[src/rtl/iact_router_pkg.sv]
// Shared types and helpers for the iact GLB-to-spad router.
//   state_e   : transfer FSM states
//   N         : default transfer length (act_size*act_size for the default act_size)
//   cnt_width : width of a counter that must hold 0..n
package iact_router_pkg;

  typedef enum logic [1:0] {
    StIdle,
    StRead,
    StDrain
  } state_e;

  localparam int unsigned ActSizeDefault = 5;
  localparam int unsigned N = ActSizeDefault * ActSizeDefault;

  function automatic int unsigned cnt_width(input int unsigned n);
    return $clog2(n + 1);
  endfunction

endpackage

[src/rtl/iact_glb_to_spad_router_if.sv]
// Bus bundle between the iact router, the GLB bank, the control unit and the PE cluster.
//   load_spad_ctrl    : load command (rising edge starts a transfer)
//   r_data_glb_iact   : GLB read data, valid one cycle after the request
//   read_req_glb_iact : GLB read request
//   r_addr_glb_iact   : GLB read address
//   w_data_spad       : activation word to the PE cluster
//   load_en_spad      : write strobe qualifying w_data_spad
// master = router side, slave = environment (GLB / control / PE cluster).
interface iact_glb_to_spad_router_if #(
  parameter int unsigned DATA_BITWIDTH     = 16,
  parameter int unsigned ADDR_BITWIDTH_GLB = 10
);

  logic                         load_spad_ctrl;
  logic [DATA_BITWIDTH-1:0]     r_data_glb_iact;
  logic                         read_req_glb_iact;
  logic [ADDR_BITWIDTH_GLB-1:0] r_addr_glb_iact;
  logic [DATA_BITWIDTH-1:0]     w_data_spad;
  logic                         load_en_spad;

  modport master (
    input  load_spad_ctrl,
    input  r_data_glb_iact,
    output read_req_glb_iact,
    output r_addr_glb_iact,
    output w_data_spad,
    output load_en_spad
  );

  modport slave (
    output load_spad_ctrl,
    output r_data_glb_iact,
    input  read_req_glb_iact,
    input  r_addr_glb_iact,
    input  w_data_spad,
    input  load_en_spad
  );

endinterface

[src/rtl/iact_addr_gen.sv]
// Word counter, GLB read-address generator and spad write pointer for one transfer.
//   clk, reset : clock, asynchronous active-high reset
//   start      : begin a transfer (only asserted while the router is idle)
//   strobe     : one spad write happened this cycle
//   busy       : GLB read phase active (doubles as the registered read request)
//   last       : current read is the final word of the transfer
//   glb_addr   : registered GLB read address
module iact_addr_gen
  import iact_router_pkg::*;
#(
  parameter int unsigned N                  = 25,
  parameter int unsigned ADDR_BITWIDTH_GLB  = 10,
  parameter int unsigned ADDR_BITWIDTH_SPAD = 9,
  parameter int unsigned A_READ_ADDR        = 0,
  parameter int unsigned A_LOAD_ADDR        = 100
) (
  input  logic                         clk,
  input  logic                         reset,
  input  logic                         start,
  input  logic                         strobe,
  output logic                         busy,
  output logic                         last,
  output logic [ADDR_BITWIDTH_GLB-1:0] glb_addr
);

  localparam int unsigned CntW = cnt_width(N);
  // Base addresses are truncated so an out-of-range base wraps like the counter does.
  localparam logic [ADDR_BITWIDTH_GLB-1:0]  BaseAddr = ADDR_BITWIDTH_GLB'(A_READ_ADDR);
  localparam logic [ADDR_BITWIDTH_SPAD-1:0] LoadAddr = ADDR_BITWIDTH_SPAD'(A_LOAD_ADDR);
  localparam logic [CntW-1:0]               LastCnt  = CntW'(N - 1);

  logic                          busy_q, busy_d;
  logic [CntW-1:0]               cnt_q, cnt_d;
  logic [ADDR_BITWIDTH_GLB-1:0]  addr_q, addr_d;
  logic [ADDR_BITWIDTH_SPAD-1:0] ptr_q, ptr_d;

  assign last     = busy_q && (cnt_q == LastCnt);
  assign busy     = busy_q;
  assign glb_addr = addr_q;

  always_comb begin
    busy_d = busy_q;
    cnt_d  = cnt_q;
    addr_d = addr_q;
    ptr_d  = ptr_q;
    if (start) begin
      busy_d = 1'b1;
      cnt_d  = '0;
      addr_d = BaseAddr;
      ptr_d  = LoadAddr;
    end else begin
      if (busy_q) begin
        if (last) begin
          busy_d = 1'b0;
        end else begin
          cnt_d  = cnt_q + CntW'(1);
          addr_d = addr_q + ADDR_BITWIDTH_GLB'(1);
        end
      end
      // Pointer names the spad slot of the next write; wraps at 2^ADDR_BITWIDTH_SPAD.
      if (strobe) begin
        ptr_d = ptr_q + ADDR_BITWIDTH_SPAD'(1);
      end
    end
  end

  always_ff @(posedge clk or posedge reset) begin
    if (reset) begin
      busy_q <= 1'b0;
      cnt_q  <= '0;
      addr_q <= '0;
      ptr_q  <= '0;
    end else begin
      busy_q <= busy_d;
      cnt_q  <= cnt_d;
      addr_q <= addr_d;
      ptr_q  <= ptr_d;
    end
  end

endmodule

[src/rtl/iact_glb_to_spad_router.sv]
// Input-activation router: on a rising edge of load_spad_ctrl it reads act_size*act_size
// contiguous words from the iact GLB and streams them, one per cycle, to the PE cluster.
//   clk, reset : clock, asynchronous active-high reset
//   bus        : GLB read port, load command and spad write port (master side)
module iact_glb_to_spad_router
  import iact_router_pkg::*;
#(
  parameter int unsigned DATA_BITWIDTH      = 16,
  parameter int unsigned ADDR_BITWIDTH_GLB  = 10,
  parameter int unsigned ADDR_BITWIDTH_SPAD = 9,
  parameter int unsigned kernel_size        = 3,
  parameter int unsigned act_size           = 5,
  parameter int unsigned A_READ_ADDR        = 0,
  parameter int unsigned A_LOAD_ADDR        = 100
) (
  input logic                        clk,
  input logic                        reset,
  iact_glb_to_spad_router_if.master  bus
);

  localparam int unsigned NWords = act_size * act_size;

  // kernel_size does not shape the transfer; it is only sanity-checked here.
  if (act_size == 0 || kernel_size == 0) begin : g_bad_dims
    $error("act_size and kernel_size must be nonzero");
  end

  state_e state_q, state_d;
  logic   cmd_q;
  logic   start;
  logic   busy;
  logic   last;
  logic   load_en_q;
  logic [ADDR_BITWIDTH_GLB-1:0] glb_addr;
  logic [DATA_BITWIDTH-1:0]     w_data;

  // Edges outside IDLE are dropped, and a held level only produces one edge.
  assign start = (state_q == StIdle) && bus.load_spad_ctrl && !cmd_q;

  iact_addr_gen #(
    .N                  (NWords),
    .ADDR_BITWIDTH_GLB  (ADDR_BITWIDTH_GLB),
    .ADDR_BITWIDTH_SPAD (ADDR_BITWIDTH_SPAD),
    .A_READ_ADDR        (A_READ_ADDR),
    .A_LOAD_ADDR        (A_LOAD_ADDR)
  ) u_addr_gen (
    .clk      (clk),
    .reset    (reset),
    .start    (start),
    .strobe   (load_en_q),
    .busy     (busy),
    .last     (last),
    .glb_addr (glb_addr)
  );

  always_comb begin
    state_d = state_q;
    unique case (state_q)
      StIdle:  if (start) state_d = StRead;
      StRead:  if (last)  state_d = StDrain;
      StDrain: state_d = StIdle;
      default: state_d = StIdle;
    endcase
  end

  always_ff @(posedge clk or posedge reset) begin
    if (reset) begin
      state_q   <= StIdle;
      cmd_q     <= 1'b0;
      load_en_q <= 1'b0;
    end else begin
      state_q   <= state_d;
      cmd_q     <= bus.load_spad_ctrl;
      // GLB data lags the request by one cycle, so the strobe does too.
      load_en_q <= busy;
    end
  end

  assign w_data                = load_en_q ? bus.r_data_glb_iact : '0;
  assign bus.read_req_glb_iact = busy;
  assign bus.r_addr_glb_iact   = glb_addr;
  assign bus.w_data_spad       = w_data;
  assign bus.load_en_spad      = load_en_q;

endmodule

[src/flat_wrapper.sv]
// flat-port wrapper written by rule: the top's interface ports become plain ports
module iact_glb_to_spad_router_flat import iact_router_pkg::*;
#(
  parameter int unsigned DATA_BITWIDTH      = 16,
  parameter int unsigned ADDR_BITWIDTH_GLB  = 10,
  parameter int unsigned ADDR_BITWIDTH_SPAD = 9,
  parameter int unsigned kernel_size        = 3,
  parameter int unsigned act_size           = 5,
  parameter int unsigned A_READ_ADDR        = 0,
  parameter int unsigned A_LOAD_ADDR        = 100
)
  (clk, reset, bus_load_spad_ctrl, bus_r_data_glb_iact, bus_read_req_glb_iact, bus_r_addr_glb_iact, bus_w_data_spad, bus_load_en_spad);
  iact_glb_to_spad_router_if #(.DATA_BITWIDTH(DATA_BITWIDTH), .ADDR_BITWIDTH_GLB(ADDR_BITWIDTH_GLB)) bus_i ();
  input logic clk;
  input logic reset;
  input wire logic [$bits(bus_i.load_spad_ctrl)-1:0] bus_load_spad_ctrl;
  input wire logic [$bits(bus_i.r_data_glb_iact)-1:0] bus_r_data_glb_iact;
  output wire logic [$bits(bus_i.read_req_glb_iact)-1:0] bus_read_req_glb_iact;
  output wire logic [$bits(bus_i.r_addr_glb_iact)-1:0] bus_r_addr_glb_iact;
  output wire logic [$bits(bus_i.w_data_spad)-1:0] bus_w_data_spad;
  output wire logic [$bits(bus_i.load_en_spad)-1:0] bus_load_en_spad;
  assign bus_i.load_spad_ctrl = bus_load_spad_ctrl;
  assign bus_i.r_data_glb_iact = bus_r_data_glb_iact;
  assign bus_read_req_glb_iact = bus_i.read_req_glb_iact;
  assign bus_r_addr_glb_iact = bus_i.r_addr_glb_iact;
  assign bus_w_data_spad = bus_i.w_data_spad;
  assign bus_load_en_spad = bus_i.load_en_spad;
  iact_glb_to_spad_router #(.DATA_BITWIDTH(DATA_BITWIDTH), .ADDR_BITWIDTH_GLB(ADDR_BITWIDTH_GLB), .ADDR_BITWIDTH_SPAD(ADDR_BITWIDTH_SPAD), .kernel_size(kernel_size), .act_size(act_size), .A_READ_ADDR(A_READ_ADDR), .A_LOAD_ADDR(A_LOAD_ADDR)) u_core (.clk(clk), .reset(reset), .bus(bus_i));
endmodule
[config.mk]
export PLATFORM = sky130hd
export DESIGN_NAME = iact_glb_to_spad_router_flat
export DESIGN_NICKNAME = d
export VERILOG_FILES = /design/src/rtl/iact_router_pkg.sv /design/src/rtl/iact_glb_to_spad_router_if.sv /design/src/rtl/iact_addr_gen.sv /design/src/rtl/iact_glb_to_spad_router.sv /design/src/flat_wrapper.sv
export SDC_FILE = /design/constraint.sdc
export NUM_CORES = 1
export LEC_CHECK = 0
export BUFFER_PORTS_ARGS = -buffer_cell sky130_fd_sc_hd__buf_2
export CAP_MARGIN = 20
export CORE_MARGIN = 4
export CORE_UTILIZATION = 48
export CTS_BUF_LIST = sky130_fd_sc_hd__clkbuf_8
export CTS_CLUSTER_DIAMETER = 50
export DETAILED_ROUTE_END_ITERATION = 8
export GPL_TIMING_DRIVEN = 0
export PLACE_DENSITY = 0.89
export SYNTH_ARGS = -nofsm -noshare
export SYNTH_HDL_FRONTEND = slang
export SYNTH_HIERARCHICAL = 1
export SYNTH_SLANG_ARGS = --single-unit
[constraint.sdc]
create_clock -name clk -period 1.9 [get_ports clk]
set_clock_uncertainty 0.05 [all_clocks]
set_input_delay 0.57 -clock clk [delete_from_list [all_inputs] [get_ports clk]]
set_output_delay 0.57 -clock clk [all_outputs]
set_load 0.005 [all_outputs]
==> results of run 1 <==
## stage by stage
step	util	cell area (um^2)	power, mW	hold slack (ps)
finish	0.691	1380	1.94	131
floorplan	-	1040	1.21	286
global placement	0.649	1300	1.48	345
CTS	0.685	1370	1.96	127
global route	0.691	1380	2.12	125
detailed placement	0.649	1300	1.53	351
## cell type report
class / count / area [um^2]
fill: 166 / 619
multi-input combinational: 77 / 515
sequential: 20 / 500
timing repair buffer: 46 / 230
clock buffer: 3 / 41.3
tap: 27 / 33.8
clock inverter: 1 / 30.0
buffer: 3 / 16.3
inverter: 4 / 15.0
## logic make-up after synthesis
| kind of cell | after synthesis |
|---|---|
| flip-flops | 20 |
| adder cells (fa/ha/maj) | 3 |
| AND/OR/NAND/NOR | 58 |
| AO/OA/AOI/OAI | 4 |
| buffers and inverters | 7 |
| XOR/XNOR | 12 |
## cells in the mapped netlist (all sizes together)
master	count
a21oi	3
and2	17
and3	2
and3b	1
and4	1
and4b	1
buf	2
clkbuf	1
dfrtp	20
ha	3
inv	4
nand2	4
nand2b	1
nand3	7
nand4	4
nand4b	1
nor2	13
nor3	1
nor3b	2
nor4b	1
o31ai	1
or2	1
or4	1
xnor2	4
xor2	8
## repair_timing
| action | CTS | global route |
|---|---|---|
| buffers inserted | 0 | 0 |
| endpoints found under the setup margin | 0 | 10 |
| gates resized for setup | 0 | 2 |
## flip-flops by register name, summed over array words and instances, names as in the netlist
signal	flops
u_core/u_addr_gen/cnt_q	5
u_core/u_addr_gen/busy	1
u_core/state_q	2
u_core/u_addr_gen/glb_addr	10
u_core/cmd_q	1
u_core/bus.load_en_spad	1
## power by group
group	switching [mW]	leakage, nW	total (mW)	internal [mW]
sequential	0.177	0.246	0.768	0.591
combinational	0.364	0.425	0.755	0.391
clock	0.139	0.0357	0.420	0.281
total	0.679	0.707	1.94	1.26
## path summary, 6_finish.rpt
kind | start | endpoint | slack (ps) | cells after the start
max in group asynchronous | reset | u_core/u_addr_gen/glb_addr[1]$_DFFE_PP0P_ | 1070 | 2
hold / removal | reset | u_core/state_q[0]$_DFFE_PP0P_ | 130 | 2
min in group clk | u_core/u_addr_gen/busy$_DFF_PP0_ | u_core/bus.load_en_spad$_DFF_PP0_ | 360 | 0
setup / recovery | u_core/bus.load_en_spad$_DFF_PP0_ | bus_w_data_spad[10] | 140 | 3
hold reg to reg | u_core/u_addr_gen/busy$_DFF_PP0_ | u_core/bus.load_en_spad$_DFF_PP0_ | 360 | 0
setup reg to reg | u_core/u_addr_gen/cnt_q[0]$_DFFE_PP0P_ | u_core/u_addr_gen/glb_addr[0]$_DFFE_PP0P_ | 230 | 6
## per-layer routing
metal  up-vias  GRT usage  part of all wire  wire, um
met5         -          0                 0         0
met4         0     0.0913             0.020        46
met3         5     0.0272              0.13       296
met2        48      0.287              0.45      1020
met1       411      0.196              0.40       919
li1        446          -                 -         -
==> out/metrics.cfg, run 1 <==
[run_status]
status = finished, final reports clean

[power_and_ir_drop]
powerDensity_nw_per_um2 = 1410
power.static_leakage_nw = 0.707
ir_drop_mv = 0.963

[grt]
grt_pass1_wl_mm = 3.51
grt_usage = 0.166
grt_max_degree = 17
grt-ovfl-total = 0
grt_pass1_vias = 834
antenna_found_initial = 0

[clock_tree]
cts_tree = built
cts_buffers = 3
clk_latency_ps = 260
path_clk_slew_ps = 70
clockBufferDepth = 2
cts_root_buf = clkbuf_8
cts_sinks = 20
htreeDepth = 1
cts_hold_buf = 0

[synthesis]
synth_simple_gate_area_share = 0.327
synthDistinctLibCells = 26
yosys.area_share.adder = 0.0362
synth_compound_area_frac = 0.0217
synth_xor_area_frac = 0.101
syn_nets = 126
syn_area_um2 = 1040
synthMuxAreaShare = 0
synth.area.top_cells = dfrtp_1 48%, and2_1 10%, xor2_1 6.8%
yosysTopAreaCellShare = 0.483
synth_area_per_cell_um2 = 9.96
yosysWarnings = 6
ys_seq_area_frac = 0.483
synth_cells = 104
synth_top_family_by_area = simple AND/OR/NAND/NOR gates
ys_ff_latch = 20
yosys.area.top_type = dfrtp_1

[drt]
first_iter_violations = 20
vias = 910
vias_per_cell = 5.03
drc = 0
drt_pre_antenna_iters = 4
routed_wirelength_mm = 2.28
wl_per_cell_um = 12.6
antenna_left = 0

[worst_setup_path]
crit_chain = buf_2, and2_1, buf_2
critPathSlowestCell = dfrtp_1
path_max_fanout = 10
worstPathRequired_ps = 1280
max_stage_delay_ps = 430
path_buf_inv = 2
critical_path_arrival_ps = 1140
worstSetupStartpointType = flip-flop
path_class = reg2out
critPathCaptureType = primary output
crit_top_cell = buf_2
path_delay_family = flip-flops

[timing]
worst_slack_ps = 141
fmax_mhz = 568
slew_headroom = 0.594
hold_viol_final = 0
fin_crit_ps = 1760
slew_violations = 0
fin_crit_sh = 0.926
rsz0062_at_grt = false
worst_pin_slew_ps = 609
finalSetupViolations = 0
setup_tns_ps = 0

[place]
post-dp-hpwl_mm = 1.80
pre_cts_ws_ps = -105
io_buffers = 46
placed_cells = 177
gp_congestion = 0.791

[final_layout]
final_cell_mix = 47 x buf_2, 20 x dfrtp_1, 17 x and2_1
diodes = 0
area_growth_pct = 33.5
layout_commonest_cell = buf_2
post_route_cells_drive_above_1_share = 0.364
final_net_count = 177
stdcell_count = 181

[floorplan]
die_w_um = 54.5
ioPinCount = 47
rows = 16
die_h_um = 54.5
dieArea_um2 = 2970
core_area_um2 = 2000
start_util = 0.518

[run]
maxCapViolations = 0

[min_path]
hold_path_class = in2async

Power figures use the tool's default switching activity.
==> run 2, diff against run 1 <==
Settings changed: CORE_UTILIZATION 48 to 49, SYNTH_HIERARCHICAL 1 to not set.
==> out/metrics.cfg, run 2 <==
[run_status]
status = finished, final reports clean

[timing]
hold_viol_final = 0
slew_violations = 0
fin_crit_ps = 1780
worst_slack_ps = 118
worst_pin_slew_ps = 897
fmax_mhz = 561
whs_ps = 380
slew_headroom = 0.401
fin_crit_sh = 0.938
rsz0062_at_grt = false
finalSetupViolations = 0

[place]
gp_congestion = 0.776
io_buffers = 46
pre_cts_ws_ps = -48.1
post-dp-hpwl_mm = 2.25
placed_area_um2 = 1380
placed_cells = 191

[drt]
vias = 1109
drt_pre_antenna_iters = 4
wl_per_cell_um = 15.6
drc = 0
antenna_left = 0
vias_per_cell = 5.66
first_iter_violations = 47
routed_wirelength_mm = 3.06

[final_layout]
largest_reg_flops = 10
area_growth_pct = 30.5
post_route_cells_drive_above_1_share = 0.343
diodes = 0
nFillCells = 147
final_cell_mix = 47 x buf_2, 20 x dfrtp_1, 16 x and2_1
register_area_um2 = 500
stdcell_area_um2 = 1450
stdcell_count = 196
finish.utilization = 0.704
final_net_count = 193
layout_commonest_cell = buf_2
multiInputGateArea_um2 = 589

[floorplan]
start_util = 0.539
die_h_um = 55.6
ioPinCount = 47
dieArea_um2 = 3100
core_area_um2 = 2060
rows = 16
die_w_um = 55.6

[synthesis]
synth_xor_area_frac = 0.0157
yosys.area.top_type = dfrtp_1
yosysTopAreaCellShare = 0.450
synth.most_common_cell = dfrtp_1
synth_compound_area_frac = 0.0765
ys_ff_latch = 20
yosysWarnings = 0
async_reset_ff_frac = 1.00
synth_common_cells = 20 x dfrtp_1, 16 x and2_1, 10 x nand2_1
synth_cells = 118
synthMuxAreaShare = 0.0540
synth_ff_type = dfrtp_1
syn_area_um2 = 1110
synthDistinctLibCells = 27
synth_area_per_cell_um2 = 9.43
ys_seq_area_frac = 0.450
synth_simple_gate_area_share = 0.336
synth.area.top_cells = dfrtp_1 45%, and2_1 9.0%, mux2i_1 5.4%
synth_top_family_by_area = simple AND/OR/NAND/NOR gates
syn_nets = 140
yosys.area_share.adder = 0.0337
synth_edf_count = 0

[worst_setup_path]
critical_path_arrival_ps = 1910
path_class = reg2reg
path_max_fanout = 10
critPathCaptureType = flip-flop
worstSetupStartpointType = flip-flop
reg2reg_depth = 7
startpoint = u_core.u_addr_gen.cnt_q[0]$_DFFE_PP0P_
worstReg2RegStart = u_core.u_addr_gen.cnt_q[0]$_DFFE_PP0P_
worstPathRequired_ps = 2030

[power_and_ir_drop]
powerDensity_nw_per_um2 = 1320
ir_drop_mv = 1.00
power.static_leakage_nw = 0.714

[grt]
grtUsageMet3 = 0.0603
grt_max_degree = 21
grt-ovfl-total = 0
antenna_found_initial = 0
busiest_layer = met2
grt_pass1_wl_mm = 5.26
grt_usage = 0.210
use_met1 = 0.259
use_met2 = 0.360
grt_pass1_vias = 1105

[clock_tree]
cts_sinks = 20
htreeDepth = 1
path_clk_slew_ps = 70
clk_latency_ps = 260
cts_tree = built
clockBufferDepth = 2
cts_buffers = 3
cts_root_buf = clkbuf_8

[run]
maxCapViolations = 0

[min_path]
hold_path_class = in2async

[run 2: area by class of cell]
class                   instances  share of cell area
multi-input cells              89               0.406
flip-flops and latches         20               0.345
repair buffers                 48               0.169
clock buffers                   3              0.0284
well taps                      27              0.0233
plain buffers                   5              0.0181
inverters                       4              0.0103
[run 2: report_power, final]
part	total (mW)	switching, mW	internal [mW]
registers	0.760	0.182	0.578
logic	0.871	0.459	0.411
clock network	0.279	0.137	0.141
total	1.91	0.779	1.13
[run 2: metrics by stage]
step,power (mW),TNS [ps]
after detailed placement,1.57,-48.1
after CTS,1.89,0
final,1.91,0
after global routing,2.07,0
after floorplan,1.24,0
after global placement,1.51,0
[run 2: timing repair]
item | 4_1_cts | 5_1_grt
setup endpoints to repair | 1 | 12
buffers inserted | 2 | 0
gates resized for setup | 1 | 5
pin swaps | 0 | 1
hold buffers | 0 | 0
[run 2: logic make-up after synthesis]
kind of cell	after synthesis
AO/OA/AOI/OAI	16
buffers and inverters	9
multiplexers	6
AND/OR/NAND/NOR	62
XOR/XNOR	2
flip-flops	20
adder cells (fa/ha/maj)	3
[run 2: metal layers]
metal	wire, um	vias up
met5	0	-
met1	1140	530
met4	47	0
li1	-	521
met3	225	6
met2	1650	52
[run 2: final timing paths]
check | endpoint | slack, ps
min in group clk | u_core.cmd_q$_DFF_PP0_ | 390
max in group asynchronous | u_core.cmd_q$_DFF_PP0_ | 950
hold / removal | u_core.u_addr_gen.glb_addr[9]$_DFFE_PP0P_ | 380
setup / recovery | u_core.u_addr_gen.glb_addr[8]$_DFFE_PP0P_ | 120
setup reg to reg | u_core.u_addr_gen.glb_addr[8]$_DFFE_PP0P_ | 120
hold reg to reg | u_core.bus.load_en_spad$_DFF_PP0_ | 400
[run 2: worst max-delay path, cell delays in order (launching register included)]
cell	delay (ps)
dfrtp_1	360
inv_1	60
ha_1	220
and4b_1	190
clkbuf_2	150
buf_4	190
nor3_1	280
mux2i_1	210
==> run 3, diff against run 2 <==
Settings changed: CORE_UTILIZATION 49 to 53, PLACE_DENSITY 0.89 to 0.94.
Clock period 1.9 ns to 2.15 ns, I/O delays scaled along.
==> out/metrics.cfg, run 3 (synthesis results as in run 2) <==
[power_and_ir_drop]
powerDensity_nw_per_um2 = 1210
power.static_leakage_nw = 0.716
ir_drop_mv = 0.965
p_total_mw = 1.75

[grt]
grt-ovfl-total = 0
grt_max_degree = 21
grt_usage = 0.217
antenna_found_initial = 0
grt_pass1_wl_mm = 4.46
grt_pass1_vias = 1041

[min_path]
min_from = u_core.u_addr_gen.busy$_DFF_PP0_
hold_path_class = reg2reg

[worst_setup_path]
endpoint = bus_w_data_spad[10]
r2r_end = u_core.u_addr_gen.glb_addr[5]$_DFFE_PP0P_
path_class = reg2out
worstReg2RegStart = u_core.u_addr_gen.cnt_q[0]$_DFFE_PP0P_
regToRegSetupSlack_ps = 270
path_max_fanout = 10
reg2reg_depth = 7
critical_path_arrival_ps = 1220
worstPathRequired_ps = 1450
worstSetupStartpointType = flip-flop
critPathCaptureType = primary output
startpoint = u_core.bus.load_en_spad$_DFF_PP0_

[drt]
vias = 1061
wl_per_cell_um = 14.5
wl_met3_um = 147
highest_layer = met4
antenna_left = 0
routed_wirelength_mm = 2.82
drt_pre_antenna_iters = 4
vias_per_cell = 5.44
drc = 0
wl_met2_mm = 1.53
met1_length_mm = 1.12
first_iter_violations = 15

[final_layout]
stdcell_count = 195
final_cell_mix = 48 x buf_2, 20 x dfrtp_1, 16 x and2_1
post_route_cells_drive_above_1_share = 0.327
nFillCells = 141
largest_reg_flops = 10
finish.utilization = 0.730
stdcell_area_um2 = 1450
diodes = 0
area_growth_pct = 30.1
layout_commonest_cell = buf_2
final_net_count = 191

[place]
placed_area_um2 = 1380
post-dp-hpwl_mm = 2.12
placed_cells = 191
gp_congestion = 0.852
io_buffers = 46

[clock_tree]
cts_tree = built
htreeDepth = 1
cts_sinks = 20
clockBufferDepth = 2
cts_hold_buf = 0
path_clk_slew_ps = 70
postCtsResizedCells = 0
cts_root_buf = clkbuf_8
post-cts-setup-buffers = 0
clk_latency_ps = 260
cts_buffers = 3

[timing]
worst_pin_slew_ps = 897
finalSetupViolations = 0
setup_tns_ps = 0
fin_crit_ps = 1920
fin_crit_sh = 0.892
hold_viol_final = 0
fmax_mhz = 521
slew_violations = 0
slew_headroom = 0.400
rsz0062_at_grt = false

[floorplan]
rows = 16
start_util = 0.561
ioPinCount = 47
core_area_um2 = 1980
die_h_um = 53.8
dieArea_um2 = 2900
die_w_um = 53.8

[run_status]
status = finished, final reports clean

[run]
maxCapViolations = 0

run 3: cell count changes in the layout (fill, tap and decap cells not counted):
cell,previous run,this run
buf_2,47,48
buf_4,3,0
bufinv_16,0,1
clkbuf_1,1,2
clkbuf_2,2,1
nor4_1,2,3
nor4_4,1,0
run 3: area by class of cell:
| class | instances | area [um^2] | share of cell area |
|---|---|---|---|
| multi-input cells | 89 | 574 | 0.397 |
| inverters | 4 | 15.0 | 0.0104 |
| flip-flops and latches | 20 | 500 | 0.346 |
| well taps | 27 | 33.8 | 0.0233 |
| plain buffers | 5 | 22.5 | 0.0156 |
| clock buffers | 3 | 41.3 | 0.0285 |
| clock inverters | 1 | 30.0 | 0.0207 |
| repair buffers | 46 | 230 | 0.159 |
run 3: where the power goes:
group,internal [mW],switching (mW)
Combinational,0.335,0.365
Clock,0.248,0.122
Sequential,0.511,0.168
Total,1.09,0.655
run 3: critical path, stage by stage, from the launching register on:
cell	delay [ps]
dfrtp_1	420
clkbuf_1	250
and2_1	180
buf_2	110
run 3: worst min-delay path by stage:
stage               cells past startpoint                                 to  slack, ps
global route                            0  u_core.bus.load_en_spad$_DFF_PP0_        410
global placement                        0  u_core.bus.load_en_spad$_DFF_PP0_        370
CTS                                     0  u_core.bus.load_en_spad$_DFF_PP0_        400
finish                                  0  u_core.bus.load_en_spad$_DFF_PP0_        390
detailed placement                      0  u_core.bus.load_en_spad$_DFF_PP0_        370
floorplan                               0  u_core.bus.load_en_spad$_DFF_PP0_        370
run 3: through the flow:
stage | hold slack [ps] | worst slack, ps
6_report | 394 | 231
5_1_grt | 415 | 94.6
4_1_cts | 396 | 229
3_5_place_dp | 371 | 208
3_3_place_gp | 367 | 274
2_1_floorplan | 366 | 481
run 3: per-layer routing:
layer  track usage  vias up
met3        0.0499        4
met1         0.234      507
met2         0.403       30
li1              -      520
met5             0        -
met4        0.0851        0
